**config.mk**
```make
export PLATFORM = sky130hd
export DESIGN_NAME = alu_seq_flat
export DESIGN_NICKNAME = d
export VERILOG_FILES = /design/src/rtl/alu_pkg.sv /design/src/rtl/alu_seq_if.sv /design/src/rtl/alu_mul_iter.sv /design/src/rtl/alu_seq.sv /design/src/flat_wrapper.sv
export SDC_FILE = /design/constraint.sdc
export NUM_CORES = 1
export LEC_CHECK = 0
export BUFFER_PORTS_ARGS = -buffer_cell sky130_fd_sc_hd__clkbuf_2
export CORE_MARGIN = 5
export CORE_UTILIZATION = 38
export CTS_CLUSTER_DIAMETER = 80
export DETAILED_ROUTE_END_ITERATION = 7
export PLACE_DENSITY = 0.61
export SLEW_MARGIN = 20
export SYNTH_ARGS = -nofsm -noshare
export SYNTH_HDL_FRONTEND = slang
export SYNTH_SLANG_ARGS = --single-unit
export TNS_END_PERCENT = 20
```
**constraint.sdc**
```tcl
create_clock -name clk -period 2.7 [get_ports clk]
set_input_delay 0.27 -clock clk [delete_from_list [all_inputs] [get_ports clk]]
set_output_delay 0.27 -clock clk [all_outputs]
set_load 0.05 [all_outputs]
```
**src/rtl/alu_pkg.sv**
```systemverilog
// Shared types for the sequential ALU: opcode set, flag bit positions and FSM states.
package alu_pkg;

  typedef enum logic [3:0] {
    OP_ADD   = 4'd0,
    OP_SUB   = 4'd1,
    OP_ADC   = 4'd2,
    OP_SBC   = 4'd3,
    OP_AND   = 4'd4,
    OP_OR    = 4'd5,
    OP_XOR   = 4'd6,
    OP_NOT   = 4'd7,
    OP_SHL   = 4'd8,
    OP_SHR   = 4'd9,
    OP_ASR   = 4'd10,
    OP_CMP   = 4'd11,
    OP_MUL   = 4'd12,
    OP_RSV13 = 4'd13,
    OP_RSV14 = 4'd14,
    OP_RSV15 = 4'd15
  } alu_op_t;

  localparam int FLAG_Z = 0;
  localparam int FLAG_C = 1;
  localparam int FLAG_N = 2;
  localparam int FLAG_V = 3;

  typedef enum logic {
    IDLE = 1'b0,
    MUL  = 1'b1
  } fsm_state_t;

  // Opcodes ADD..ASR are the single-cycle ops that overwrite result.
  function automatic logic writes_result(alu_op_t op);
    return (op <= OP_ASR);
  endfunction

  // CMP additionally updates flags without touching result; MUL writes flags from its own path.
  function automatic logic writes_flags(alu_op_t op);
    return (op <= OP_CMP);
  endfunction

endpackage

```
**src/rtl/alu_seq_if.sv**
```systemverilog
// Issue/response bundle between the CPU controller and the sequential ALU.
interface alu_seq_if #(
  parameter int WIDTH = 8
);
  import alu_pkg::*;

  logic             start;
  alu_op_t          op;
  logic [WIDTH-1:0] a;
  logic [WIDTH-1:0] b;
  logic             flags_clr;
  logic [WIDTH-1:0] result;
  logic [WIDTH-1:0] result_hi;
  logic             done;
  logic             busy;
  logic             flag_z;
  logic             flag_c;
  logic             flag_n;
  logic             flag_v;

  modport master (
    output start, op, a, b, flags_clr,
    input  result, result_hi, done, busy, flag_z, flag_c, flag_n, flag_v
  );

  modport slave (
    input  start, op, a, b, flags_clr,
    output result, result_hi, done, busy, flag_z, flag_c, flag_n, flag_v
  );

endinterface

```
**src/rtl/alu_mul_iter.sv**
```systemverilog
// Iterative shift-add unsigned multiplier: one partial-product add per step, WIDTH steps per product.
module alu_mul_iter #(
  parameter  int WIDTH = 8,
  localparam int CNT_W = $clog2(WIDTH + 1)
) (
  input  logic               clk,
  input  logic               rst_n,
  input  logic               load,
  input  logic               step,
  input  logic [WIDTH-1:0]   a,
  input  logic [WIDTH-1:0]   b,
  output logic [2*WIDTH-1:0] product,
  output logic               last
);

  logic [WIDTH-1:0]   mcand_q;
  logic [2*WIDTH-1:0] prod_q;
  logic [2*WIDTH-1:0] prod_next;
  logic [CNT_W-1:0]   cnt_q;
  logic [WIDTH-1:0]   addend;
  logic [WIDTH:0]     upper;

  // Low half starts as the multiplier and is consumed LSB-first as the sum shifts in from the top.
  always_comb begin
    addend    = prod_q[0] ? mcand_q : '0;
    upper     = {1'b0, prod_q[2*WIDTH-1:WIDTH]} + {1'b0, addend};
    prod_next = {upper, prod_q[WIDTH-1:1]};
  end

  // product reflects the step in progress, so the final step's value is ready at its own edge.
  assign product = prod_next;
  assign last    = (cnt_q == CNT_W'(WIDTH - 1));

  always_ff @(posedge clk or negedge rst_n) begin
    if (!rst_n) begin
      mcand_q <= '0;
      prod_q  <= '0;
      cnt_q   <= '0;
    end else if (load) begin
      mcand_q <= a;
      prod_q  <= {{WIDTH{1'b0}}, b};
      cnt_q   <= '0;
    end else if (step) begin
      prod_q  <= prod_next;
      cnt_q   <= cnt_q + CNT_W'(1);
    end
  end

endmodule

```
**src/rtl/alu_seq.sv**
```systemverilog
// Registered multi-op ALU with persistent Z/C/N/V flags and an iterative multiplier behind a start/busy/done handshake.
module alu_seq
  import alu_pkg::*;
#(
  parameter int WIDTH = 8
) (
  input  logic     clk,
  input  logic     rst_n,
  alu_seq_if.slave bus
);

  fsm_state_t         state_q, state_d;
  logic [WIDTH-1:0]   result_q, result_d;
  logic [WIDTH-1:0]   result_hi_q, result_hi_d;
  logic [3:0]         flags_q, flags_d;
  logic               done_q, done_d;

  logic               mul_load, mul_step, mul_last;
  logic [2*WIDTH-1:0] mul_product;

  logic [WIDTH-1:0]   b_eff;
  logic [WIDTH:0]     sum;
  logic               cin;
  logic [WIDTH-1:0]   op_val;
  logic               op_c, op_v;
  logic [3:0]         op_flags, mul_flags;

  alu_mul_iter #(.WIDTH(WIDTH)) u_mul (
    .clk     (clk),
    .rst_n   (rst_n),
    .load    (mul_load),
    .step    (mul_step),
    .a       (bus.a),
    .b       (bus.b),
    .product (mul_product),
    .last    (mul_last)
  );

  // One shared adder serves all four arithmetic ops and CMP; subtraction feeds it ~b.
  always_comb begin
    b_eff = (bus.op inside {OP_SUB, OP_SBC, OP_CMP}) ? ~bus.b : bus.b;
    case (bus.op)
      OP_SUB, OP_CMP: cin = 1'b1;
      OP_ADC, OP_SBC: cin = flags_q[FLAG_C];
      default:        cin = 1'b0;
    endcase
    sum = {1'b0, bus.a} + {1'b0, b_eff} + {{WIDTH{1'b0}}, cin};
  end

  always_comb begin
    op_val = sum[WIDTH-1:0];
    op_c   = sum[WIDTH];
    op_v   = (bus.a[WIDTH-1] == b_eff[WIDTH-1]) && (sum[WIDTH-1] != bus.a[WIDTH-1]);
    case (bus.op)
      OP_AND: begin op_val = bus.a & bus.b; op_c = 1'b0; op_v = 1'b0; end
      OP_OR:  begin op_val = bus.a | bus.b; op_c = 1'b0; op_v = 1'b0; end
      OP_XOR: begin op_val = bus.a ^ bus.b; op_c = 1'b0; op_v = 1'b0; end
      OP_NOT: begin op_val = ~bus.a;        op_c = 1'b0; op_v = 1'b0; end
      OP_SHL: begin
        op_val = {bus.a[WIDTH-2:0], 1'b0};
        op_c   = bus.a[WIDTH-1];
        op_v   = 1'b0;
      end
      OP_SHR: begin
        op_val = {1'b0, bus.a[WIDTH-1:1]};
        op_c   = bus.a[0];
        op_v   = 1'b0;
      end
      OP_ASR: begin
        op_val = {bus.a[WIDTH-1], bus.a[WIDTH-1:1]};
        op_c   = bus.a[0];
        op_v   = 1'b0;
      end
      default: ;
    endcase
  end

  always_comb begin
    op_flags         = '0;
    op_flags[FLAG_Z] = ~|op_val;
    op_flags[FLAG_C] = op_c;
    op_flags[FLAG_N] = op_val[WIDTH-1];
    op_flags[FLAG_V] = op_v;

    mul_flags         = '0;
    mul_flags[FLAG_Z] = ~|mul_product;
    mul_flags[FLAG_C] = |mul_product[2*WIDTH-1:WIDTH];
    mul_flags[FLAG_N] = mul_product[2*WIDTH-1];
    mul_flags[FLAG_V] = 1'b0;
  end

  // A flag write from a completing op overrides a coincident flags_clr.
  always_comb begin
    state_d     = state_q;
    result_d    = result_q;
    result_hi_d = result_hi_q;
    flags_d     = bus.flags_clr ? 4'b0000 : flags_q;
    done_d      = 1'b0;
    mul_load    = 1'b0;
    mul_step    = 1'b0;
    case (state_q)
      IDLE: begin
        if (bus.start) begin
          if (bus.op == OP_MUL) begin
            mul_load = 1'b1;
            state_d  = MUL;
          end else begin
            done_d = 1'b1;
            if (writes_result(bus.op)) begin
              result_d    = op_val;
              result_hi_d = '0;
            end
            if (writes_flags(bus.op)) begin
              flags_d = op_flags;
            end
          end
        end
      end
      MUL: begin
        mul_step = 1'b1;
        if (mul_last) begin
          result_d    = mul_product[WIDTH-1:0];
          result_hi_d = mul_product[2*WIDTH-1:WIDTH];
          flags_d     = mul_flags;
          done_d      = 1'b1;
          state_d     = IDLE;
        end
      end
      default: state_d = IDLE;
    endcase
  end

  always_ff @(posedge clk or negedge rst_n) begin
    if (!rst_n) begin
      state_q     <= IDLE;
      result_q    <= '0;
      result_hi_q <= '0;
      flags_q     <= '0;
      done_q      <= 1'b0;
    end else begin
      state_q     <= state_d;
      result_q    <= result_d;
      result_hi_q <= result_hi_d;
      flags_q     <= flags_d;
      done_q      <= done_d;
    end
  end

  assign bus.result    = result_q;
  assign bus.result_hi = result_hi_q;
  assign bus.done      = done_q;
  assign bus.busy      = (state_q == MUL);
  assign bus.flag_z    = flags_q[FLAG_Z];
  assign bus.flag_c    = flags_q[FLAG_C];
  assign bus.flag_n    = flags_q[FLAG_N];
  assign bus.flag_v    = flags_q[FLAG_V];

endmodule

```
**src/flat_wrapper.sv**
```systemverilog
// flat-port wrapper written by rule: the top's interface ports become plain ports
module alu_seq_flat import alu_pkg::*;
#(
  parameter int WIDTH = 8
)
  (clk, rst_n, bus_start, bus_op, bus_a, bus_b, bus_flags_clr, bus_result, bus_result_hi, bus_done, bus_busy, bus_flag_z, bus_flag_c, bus_flag_n, bus_flag_v);
  alu_seq_if #(.WIDTH(WIDTH)) bus_i ();
  input  logic clk;
  input  logic rst_n;
  input wire logic [$bits(bus_i.start)-1:0] bus_start;
  input wire logic [$bits(bus_i.op)-1:0] bus_op;
  input wire logic [$bits(bus_i.a)-1:0] bus_a;
  input wire logic [$bits(bus_i.b)-1:0] bus_b;
  input wire logic [$bits(bus_i.flags_clr)-1:0] bus_flags_clr;
  output wire logic [$bits(bus_i.result)-1:0] bus_result;
  output wire logic [$bits(bus_i.result_hi)-1:0] bus_result_hi;
  output wire logic [$bits(bus_i.done)-1:0] bus_done;
  output wire logic [$bits(bus_i.busy)-1:0] bus_busy;
  output wire logic [$bits(bus_i.flag_z)-1:0] bus_flag_z;
  output wire logic [$bits(bus_i.flag_c)-1:0] bus_flag_c;
  output wire logic [$bits(bus_i.flag_n)-1:0] bus_flag_n;
  output wire logic [$bits(bus_i.flag_v)-1:0] bus_flag_v;
  assign bus_i.start = bus_start;
  assign bus_i.op = bus_op;
  assign bus_i.a = bus_a;
  assign bus_i.b = bus_b;
  assign bus_i.flags_clr = bus_flags_clr;
  assign bus_result = bus_i.result;
  assign bus_result_hi = bus_i.result_hi;
  assign bus_done = bus_i.done;
  assign bus_busy = bus_i.busy;
  assign bus_flag_z = bus_i.flag_z;
  assign bus_flag_c = bus_i.flag_c;
  assign bus_flag_n = bus_i.flag_n;
  assign bus_flag_v = bus_i.flag_v;
  alu_seq #(.WIDTH(WIDTH)) u_core (.clk(clk), .rst_n(rst_n), .bus(bus_i));
endmodule
```
==> results.py, run 1 <==
metrics = {
    "layout": {
        "fin_area_sq_um": 4760,
        "mostFrequentLayoutCell": "nand2_1",
        "antenna_cells": 0,
        "syn_to_final_growth_pct": 20.6,
        "multi_input_area_sq_um": 2580,
        "fin_nets": 605,
        "fin_cells": 683,
        "nFillCells": 1002,
        "layout_common_cells": "67 x nand2_1, 50 x dfrtp_1, 45 x clkbuf_2, 41 x buf_4, 33 x a21oi_1",
        "finish.utilization_pct": 46.6,
        "layout-drive-gt1-share_pct": 21.9,
        "seqCellArea_sq_um": 1250,
    },
    "critical_path": {
        "r2r_cells": 9,
        "r2r-start": "u_core.u_mul.prod_q[0]",
        "worstPathArrival_ps": 2940,
        "cp_max_fo": 3,
        "path_buf_inv": 0,
        "start_kind": "flip-flop",
        "critical_path.top_delay_family": "simple AND/OR/NAND/NOR gates",
        "r2r-end": "u_core.flags_q[1]",
        "reg2reg_slack_ps": -50,
        "slowest_delay_ps": 420,
        "crit_path_end_kind": "flip-flop",
        "critPathSlowestCell": "or4_4",
        "required_ps": 2900,
        "path_cells": "and2_4, ha_4, fa_2, xor2_2, or4_4, or3_4, a211oi_4, nand2_1, a31o_1",
        "path_class": "flip-flop to flip-flop",
    },
    "timing": {
        "setup_slack_ps": -45.6,
        "rsz0062_at_grt": "yes",
        "max_freq_mhz": 364,
        "finalCriticalPeriod_ps": 2750,
        "max_slew_margin_pct": 62.9,
        "fin_skew_ps": 11.5,
        "setup_violations": 1,
        "worst_slew_pin_slew_ps": 553,
        "setup-tns-final_ps": -45.6,
        "min_period_over_period_pct": 102,
        "finalHoldViolCount": 0,
        "timing_max_transition_violations_final": 0,
        "hold_slack_ps": 326,
    },
    "synth": {
        "synthArstFlopShare_pct": 100,
        "ys_seq_area_share_pct": 31.7,
        "netlist_area_sq_um": 3950,
        "synth.distinct_cells": 66,
        "synth_nets": 534,
        "avgSynthCellArea_sq_um": 8.32,
        "ys_ff_latch": 50,
        "syn_inst": 475,
        "synth_ff_type": "dfrtp_1",
        "yosysWarnings": 0,
        "synth-edff-count": 0,
    },
    "floorplan": {
        "die_w_microns": 112,
        "rows": 37,
        "start_util_pct": 38.6,
        "ioPinCount": 46,
        "core_area_sq_um": 10200,
        "die_y_microns": 112,
        "dieArea_sq_um": 12500,
    },
    "clocking": {
        "clk_latency_ps": 310,
        "cts.sinks": 50,
        "cts_buffer_depth": 2,
        "cts_tree": "built",
        "cts_max_level": 2,
        "cts_buffers": 5,
        "cts_root_buf": "clkbuf_8",
        "clkTransAtPathRegs_ps": 100,
    },
    "min_path": {
        "hold_depth": 3,
        "min_from": "bus_a[5]",
        "whs_endpoint": "u_core.u_mul.mcand_q[5]",
        "hp-class": "primary input to flip-flop",
    },
    "power_and_ir_drop": {
        "swShare_pct": 46.0,
        "power_leakage_uw": 0.00228,
        "p_int_uw": 2040,
        "clock_power_share_pct": 15.2,
        "p_per_area_nw_per_um2": 792,
        "p_sw_uw": 1740,
        "ir_worst_vdd_v": 0.000571,
        "p_comb_share_pct": 51.6,
        "pwr-share-seq_pct": 33.2,
    },
    "placed_design": {
        "hpwl_microns": 9120,
        "io_buffers": 45,
        "placed_area_sq_um": 4580,
        "place_congestion": 0.949,
        "dpl.cell_count": 673,
    },
    "global_route": {
        "gr-total-overflow": 0,
        "grt_pass1_wl_microns": 18800,
        "track_usage_pct": 18.3,
        "grt_pass1_vias": 3689,
        "grt_max_degree": 30,
        "antenna_found_initial": 0,
    },
    "status": {
        "violations": "setup timing",
        "status": "complete, but fails checks",
    },
    "detailed_routing": {
        "wirelength_microns": 11500,
        "num_vias": 3705,
        "avgRoutedWirePerCell_microns": 16.8,
        "drc": 0,
        "drt-initial-drc-count": 196,
        "dr.pass1.iters": 5,
        "viasPerCell": 5.42,
        "postRouteAntennaNets": 0,
    },
    "job": {
        "drv_cap": 0,
    },
}
-- tightest hold or removal path: stages --
cell and delay [ps]:
clkbuf_2 140, inv_1 120, o21ai_1 70
-- registers in the layout, indices dropped and copies added (netlist names) --
signal	cells
u_core.u_mul.prod_q	16
u_core.bus.result	8
u_core.u_mul.cnt_q	4
u_core.bus.result_hi	8
u_core.flags_q	4
u_core.bus.busy	1
u_core.bus.done	1
u_core.u_mul.mcand_q	8
-- power by group through the flow --
stage / combinational [uW] / sequential, uW / clock, uW
after detailed placement: 1900 / 1260 / 0
final: 1950 / 1250 / 575
after global placement: 1870 / 1250 / 0
after CTS: 1910 / 1240 / 586
after floorplan: 992 / 1600 / 0
after global routing: 2130 / 1290 / 621
-- worst max path at each step --
stage                            start  slack (ps)                 to  cells after the start
3_5_place_dp   u_core.u_mul.mcand_q[0]        -130  u_core.flags_q[1]                      9
5_1_grt         u_core.u_mul.prod_q[0]        -120  u_core.flags_q[1]                      9
4_1_cts        u_core.u_mul.mcand_q[0]          10  u_core.flags_q[1]                     10
2_1_floorplan                bus_op[1]         -60  u_core.flags_q[1]                     14
6_report        u_core.u_mul.prod_q[0]         -50  u_core.flags_q[1]                      9
3_3_place_gp    u_core.u_mul.prod_q[0]         -40  u_core.flags_q[1]                      9
-- repair_timing --
action                     CTS  global route
gates resized for setup      4             9
setup buffers                0             1
pin swaps                    4            11
setup endpoints to repair    3             9
hold endpoints to repair    21             0
hold buffers                 1             0
-- metal layers --
metal | GRT usage (%) | vias up | wire length (microns)
met4 | 4.09 | 0 | 192
met5 | 0 | - | 0
met2 | 31.5 | 109 | 5660
li1 | - | 1836 | -
met1 | 24.0 | 1746 | 5090
met3 | 3.15 | 14 | 541
-- per-stage QoR --
step	setup slack (ps)	total power, uW
floorplan	-61.1	2600
global placement	-43.8	3120
detailed placement	-134	3160
CTS	9.63	3740
global route	-117	4040
finish	-45.6	3770
-- layout make-up --
cell class / count / area share, %
inverter: 25 / 1.97
timing repair buffer: 87 / 11.4
multi-input combinational: 377 / 54.3
sequential: 50 / 26.3
tap: 136 / 3.57
clock buffer: 6 / 1.73
clock inverter: 2 / 0.814
-- cells in the mapped netlist (all sizes together) (2+ instances only) --
cell / count / area share [%]
nand4: 4 / 0.63
nor2: 27 / 2.6
inv: 25 / 2.4
o211ai: 2 / 0.38
ha: 32 / 10
o311ai: 4 / 0.89
a211oi: 4 / 0.89
nand2b: 9 / 1.4
xnor2: 16 / 3.5
dfrtp: 50 / 32
clkbuf: 18 / 2.2
fa: 3 / 1.5
a21o: 5 / 0.95
o31ai: 2 / 0.38
a22oi: 3 / 0.57
a21boi: 2 / 0.38
o21a: 10 / 1.9
a311o: 2 / 0.51
a21oi: 34 / 4.4
nand2: 68 / 6.5
nand3: 6 / 0.76
nand3b: 4 / 0.76
nor3: 7 / 0.89
buf: 5 / 0.70
a311oi: 2 / 0.44
o21ai: 53 / 6.7
a32o: 2 / 0.51
or4: 3 / 0.57
nor2b: 7 / 1.1
mux2i: 11 / 2.8
or2: 4 / 0.70
mux2: 4 / 1.1
nor4bb: 3 / 0.76
and2: 11 / 1.7
o221ai: 2 / 0.44
xor2: 2 / 0.44
a31oi: 4 / 0.63
or3: 3 / 0.48
o22ai: 5 / 0.79
a32oi: 2 / 0.44
-- kinds of logic after synthesis --
family	share of synthesized area (%)
compound gates	23.3
xor+xnor	3.99
fa+ha+maj	11.9
buf+inv	5.29
flops	31.7
mux	3.93
simple gates	19.9
Power figures use the tool's default switching activity.
==> run 2, diff against run 1 <==
--- a/config.mk
+++ b/config.mk
@@ -5,12 +5,11 @@
 export SDC_FILE = /design/constraint.sdc
 export NUM_CORES = 1
 export LEC_CHECK = 0
-export BUFFER_PORTS_ARGS = -buffer_cell sky130_fd_sc_hd__clkbuf_2
+export BUFFER_PORTS_ARGS = -buffer_cell sky130_fd_sc_hd__buf_2
 export CORE_MARGIN = 5
 export CORE_UTILIZATION = 38
 export CTS_CLUSTER_DIAMETER = 80
 export DETAILED_ROUTE_END_ITERATION = 7
-export PLACE_DENSITY = 0.61
 export SLEW_MARGIN = 20
 export SYNTH_ARGS = -nofsm -noshare
 export SYNTH_HDL_FRONTEND = slang
==> run 2 against run 1 <==
Compared with the run above: the run now ends clean; via count down 1.5%; clock power down 7.8%; first-iteration DRC count up 14%; non-clock buffer count down 8; critical endpoint unchanged; fmax up 3.8%; worst hold slack worse by 7.1 ps; flip-flop and latch count unchanged; largest power group unchanged.
==> results.py, run 2 (synthesis gave the netlist of run 1 again) <==
metrics = {
    "layout": {
        "top_register": "u_core.u_mul.prod_q",
        "antenna_cells": 0,
        "fin_area_sq_um": 4660,
        "layout_common_cells": "67 x nand2_1, 50 x dfrtp_1, 45 x buf_2, 33 x buf_4",
        "fin_cells": 675,
        "layout-drive-gt1-share_pct": 20.2,
        "mostFrequentLayoutCell": "nand2_1",
        "fin_nets": 597,
        "largest_register_ffs": 16,
        "syn_to_final_growth_pct": 18.0,
    },
    "timing": {
        "min_period_over_period_pct": 97.9,
        "max_freq_mhz": 378,
        "rsz0062_at_grt": "yes",
        "fin_skew_ps": 8.16,
        "timing_max_transition_violations_final": 0,
        "finalHoldViolCount": 0,
        "max_slew_margin_pct": 45.8,
        "worst_slew_pin_slew_ps": 813,
        "hold_slack_ps": 319,
        "setup_violations": 0,
        "finalCriticalPeriod_ps": 2640,
    },
    "critical_path": {
        "cp_num_cells": 12,
        "path_buf_inv": 0,
        "r2r_cells": 12,
        "worstPathArrival_ps": 2900,
        "cp_max_fo": 2,
        "path_cells": "nand3b_1, o21ai_1, nand2_1, fa_2, fa_2, nand2b_4, a211oi_2, o21ai_1, a21oi_1, o21ai_1, a311oi_1, a31o_1",
        "start_kind": "flip-flop",
        "path_common_cell": "o21ai_1",
        "critical_path.top_delay_family": "compound AO/OA/AOI/OAI gates",
        "path_class": "flip-flop to flip-flop",
        "slowest_delay_ps": 410,
        "required_ps": 2950,
        "crit_path_end_kind": "flip-flop",
        "critPathSlowestCell": "fa_2",
    },
    "power_and_ir_drop": {
        "p_sw_uw": 1680,
        "total_power_uw": 3640,
        "power_leakage_uw": 0.00224,
        "p_comb_share_pct": 52.2,
        "p_per_area_nw_per_um2": 780,
        "clock_power_share_pct": 14.6,
        "swShare_pct": 46.2,
        "ir_worst_vdd_v": 0.000494,
        "pwr-share-seq_pct": 33.3,
        "p_int_uw": 1950,
    },
    "floorplan": {
        "ioPinCount": 46,
        "dieArea_sq_um": 12500,
        "start_util_pct": 38.6,
        "die_w_microns": 112,
        "die_y_microns": 112,
        "core_area_sq_um": 10200,
        "rows": 37,
    },
    "clocking": {
        "cts_tree": "built",
        "cts_max_level": 2,
        "cts.sinks": 50,
        "cts_buffers": 5,
        "cts_root_buf": "clkbuf_8",
        "clk_latency_ps": 310,
        "clkTransAtPathRegs_ps": 90,
        "post_cts_buffers": 0,
        "cts_buffer_depth": 2,
    },
    "detailed_routing": {
        "wirelength_microns": 11400,
        "postRouteAntennaNets": 0,
        "drc": 0,
        "drt-initial-drc-count": 223,
        "avgRoutedWirePerCell_microns": 16.9,
        "num_vias": 3649,
        "viasPerCell": 5.41,
        "dr.pass1.iters": 4,
    },
    "placed_design": {
        "hpwl_microns": 9050,
        "placed_area_sq_um": 4520,
        "dpl.cell_count": 666,
        "place_congestion": 0.903,
        "io_buffers": 45,
    },
    "global_route": {
        "antenna_found_initial": 0,
        "track_usage_pct": 18.4,
        "grt_pass1_vias": 3735,
        "grt_max_degree": 38,
        "grt_pass1_wl_microns": 18900,
        "gr-total-overflow": 0,
    },
    "min_path": {
        "hp-class": "primary input to flip-flop",
        "hold_depth": 3,
    },
    "status": {
        "status": "complete, no violations",
    },
    "job": {
        "drv_cap": 0,
    },
}
[run 2: cell count changes in the layout (fill, tap and decap cells not counted), sizes merged]
| cell | previous run | this run |
|---|---|---|
| inv | 26 | 25 |
| clkinv | 0 | 2 |
| buf | 41 | 78 |
| clkbuf | 51 | 5 |
[run 2: metrics by stage]
step                setup WS, ps  setup TNS [ps]  utilization (%)
floorplan                  -61.1            -163                -
global placement           -57.1            -123             44.2
detailed placement          -137            -361             44.2
CTS                         17.3               0             45.4
global route                -108            -195             45.6
finish                      55.4               0             45.6
[run 2: power by group through the flow]
| stage | sequential [uW] | combinational (uW) | clock, uW |
|---|---|---|---|
| 2_1_floorplan | 1600 | 992 | 0 |
| 3_3_place_gp | 1220 | 1870 | 0 |
| 3_5_place_dp | 1230 | 1880 | 0 |
| 4_1_cts | 1210 | 1900 | 549 |
| 5_1_grt | 1250 | 2080 | 575 |
| 6_report | 1210 | 1900 | 530 |
[run 2: layout make-up]
type / count / area [sq um]
Multi-Input combinational cell: 377 / 2550
Fill cell: 1030 / 5570
Timing Repair Buffer: 79 / 483
Sequential cell: 50 / 1250
Tap cell: 136 / 170
Inverter: 25 / 93.8
Clock inverter: 3 / 40.0
Clock buffer: 5 / 68.8
[run 2: worst register-to-register path, cell delays in order (launching register included)]
cell and delay (ps):
dfrtp_1 390, nand3b_1 100, o21ai_1 90, nand2_1 90
fa_2 410, fa_2 350, nand2b_4 160, a211oi_2 210
o21ai_1 100, a21oi_1 130, o21ai_1 80, a311oi_1 330
a31o_1 150
[run 2: path summary, 6_finish.rpt]
| path | start | endpoint | slack [ps] |
|---|---|---|---|
| min | bus_a[7] | u_core.u_mul.mcand_q[7] | 320 |
| max in group asynchronous | rst_n | u_core.bus.result[5] | 1520 |
| max | u_core.flags_q[1] | u_core.flags_q[1] | 60 |
| min reg2reg | u_core.bus.result_hi[4] | u_core.bus.result_hi[4] | 480 |
| max reg2reg | u_core.flags_q[1] | u_core.flags_q[1] | 60 |
| min in group asynchronous | rst_n | u_core.u_mul.mcand_q[3] | 410 |
[run 2: timing repair]
item | 4_1_cts | 5_1_grt
pin swaps | 2 | 10
hold endpoints to repair | 18 | 0
hold buffers | 1 | 0
setup endpoints to repair | 3 | 5
gates resized for setup | 2 | 7
[run 2: layer usage]
| layer | routed length (microns) | GRT usage [%] |
|---|---|---|
| met4 | 208 | 4.73 |
| met2 | 5710 | 32.4 |
| met5 | 0 | 0 |
| met3 | 394 | 3.37 |
| met1 | 5100 | 23.3 |
==> run 3, diff against run 2 <==
--- a/config.mk
+++ b/config.mk
@@ -10,6 +10,7 @@
 export CORE_UTILIZATION = 38
 export CTS_CLUSTER_DIAMETER = 80
 export DETAILED_ROUTE_END_ITERATION = 7
+export SETUP_SLACK_MARGIN = 0.5
 export SLEW_MARGIN = 20
 export SYNTH_ARGS = -nofsm -noshare
 export SYNTH_HDL_FRONTEND = slang
==> run 3 against run 2 <==
Compared with the run above: wire length up 0.78%; clock skew down 2.8 ps; count of clock-buffer cells in the layout unchanged; flip-flop and latch count unchanged; non-clock buffer count up 1; critical path depth down 4; final area up 1.6%; sequential share of layout area down 0.43 points; utilization up 0.73 points; total power up 1.3%; critical path type unchanged; largest power group unchanged.
==> results.py, run 3 (synthesis gave the netlist of run 1 again) <==
metrics = {
    "floorplan": {
        "core_area_sq_um": 10200,
        "dieArea_sq_um": 12500,
        "start_util_pct": 38.6,
        "rows": 37,
        "die_y_microns": 112,
        "die_w_microns": 112,
        "ioPinCount": 46,
    },
    "power_and_ir_drop": {
        "ir_worst_vdd_v": 0.000501,
        "power_leakage_uw": 0.00226,
        "p_per_area_nw_per_um2": 778,
        "clock_power_share_pct": 14.5,
        "swShare_pct": 46.4,
        "p_int_uw": 1980,
        "pwr-share-seq_pct": 32.9,
        "p_sw_uw": 1710,
        "p_comb_share_pct": 52.7,
    },
    "layout": {
        "fin_cells": 676,
        "largest_register_ffs": 16,
        "mostFrequentLayoutCell": "nand2_1",
        "fin_nets": 598,
        "fin_area_sq_um": 4740,
        "layout-drive-gt1-share_pct": 21.9,
        "layout_common_cells": "67 x nand2_1, 50 x dfrtp_1, 45 x buf_2, 33 x buf_4, 31 x ha_1",
        "antenna_cells": 0,
        "syn_to_final_growth_pct": 19.9,
        "top_register": "u_core.u_mul.prod_q",
    },
    "detailed_routing": {
        "avgRoutedWirePerCell_microns": 17.0,
        "wirelength_microns": 11500,
        "num_vias": 3705,
        "drc": 0,
        "viasPerCell": 5.48,
        "postRouteAntennaNets": 0,
        "drt-initial-drc-count": 228,
        "dr.pass1.iters": 4,
    },
    "timing": {
        "min_period_over_period_pct": 97.4,
        "setup_violations": 0,
        "finalCriticalPeriod_ps": 2630,
        "setup-tns-final_ps": 0,
        "timing_max_transition_violations_final": 0,
        "worst_slew_pin_slew_ps": 808,
        "rsz0062_at_grt": "yes",
        "fin_skew_ps": 5.35,
        "max_slew_margin_pct": 46.1,
        "hold_slack_ps": 321,
        "max_freq_mhz": 380,
        "finalHoldViolCount": 0,
    },
    "clocking": {
        "cts_max_level": 2,
        "cts_tree": "built",
        "cts_root_buf": "clkbuf_8",
        "cts.sinks": 50,
        "cts_buffers": 5,
        "cts_buffer_depth": 2,
        "clk_latency_ps": 310,
        "clkTransAtPathRegs_ps": 90,
    },
    "critical_path": {
        "critPathSlowestCell": "or4_1",
        "worstPathArrival_ps": 2830,
        "start_kind": "flip-flop",
        "slowest_delay_ps": 520,
        "path_cells": "and2_1, ha_2, fa_2, or4_1, or3_1, a211oi_2, nand2_1, a31o_1",
        "crit_path_end_kind": "flip-flop",
        "path_class": "flip-flop to flip-flop",
        "required_ps": 2900,
        "cp_max_fo": 3,
    },
    "global_route": {
        "grt_pass1_wl_microns": 19000,
        "antenna_found_initial": 0,
        "gr-total-overflow": 0,
        "track_usage_pct": 18.5,
        "grt_max_degree": 38,
        "grt_pass1_vias": 3759,
    },
    "status": {
        "status": "complete, no violations",
    },
    "placed_design": {
        "dpl.cell_count": 666,
        "hpwl_microns": 9050,
        "placed_area_sq_um": 4520,
        "io_buffers": 45,
        "place_congestion": 0.903,
    },
    "min_path": {
        "hp-class": "primary input to flip-flop",
    },
    "job": {
        "drv_cap": 0,
    },
}
## run 3: cell count changes in the layout (fill, tap and decap cells not counted), sizes merged
cell	previous run	this run
buf	78	79
## run 3: area by class of cell
cell class                      count  area [sq um]
Clock buffer                        5          68.8
Clock inverter                      3          40.0
Fill cell                        1021          5500
Inverter                           25          93.8
Multi-Input combinational cell    377          2620
Sequential cell                    50          1250
Tap cell                          136           170
Timing Repair Buffer               80           494
## run 3: worst paths after layout
kind / from / to / slack (ps) / cells past startpoint
max in group asynchronous: rst_n / u_core.u_mul.prod_q[4] / 1520 / 3
min in group asynchronous: rst_n / u_core.u_mul.mcand_q[3] / 410 / 2
hold reg to reg: u_core.bus.result_hi[4] / u_core.bus.result_hi[4] / 480 / 2
setup / recovery: u_core.u_mul.prod_q[0] / u_core.flags_q[1] / 70 / 8
setup reg to reg: u_core.u_mul.prod_q[0] / u_core.flags_q[1] / 70 / 8
hold / removal: bus_a[7] / u_core.u_mul.mcand_q[7] / 320 / 3
## run 3: what timing repair did
| action | 4_1_cts | 5_1_grt |
|---|---|---|
| setup endpoints to repair | 17 | 18 |
| hold buffers | 1 | 0 |
| endpoints found under the hold margin | 18 | 0 |
| resized for setup | 14 | 9 |
| setup buffers | 1 | 0 |
| pin swaps | 13 | 7 |
## run 3: power groups by stage
stage / Sequential, uW / Combinational (uW) / Clock, uW
after global placement: 1220 / 1870 / 0
after detailed placement: 1230 / 1880 / 0
final: 1210 / 1940 / 533
after CTS: 1210 / 1910 / 549
after floorplan: 1600 / 992 / 0
after global routing: 1250 / 2130 / 575
## run 3: metal layers
metal	vias to the layer above	part of all wire [%]	GRT usage, %
li1	1822	-	-
met2	80	49	32.1
met5	-	0	0
met1	1786	45	23.4
met4	0	2.2	5.29
met3	17	3.4	3.48
## run 3: stage by stage
| step | setup slack [ps] | utilization, % | total power (uW) |
|---|---|---|---|
| floorplan | -61.1 | - | 2600 |
| global placement | -57.1 | 44.2 | 3090 |
| detailed placement | -137 | 44.2 | 3110 |
| CTS | 59.2 | 45.8 | 3670 |
| global route | -75.6 | 46.3 | 3950 |
| finish | 70.6 | 46.3 | 3680 |
## run 3: worst max-delay path, delay by kind of cell, from the launching register on
kind	cells	cell delay [ps]
flip-flops	1	410
adder cells (fa/ha/maj)	2	600
AND/OR/NAND/NOR	4	1090
AO/OA/AOI/OAI	2	430
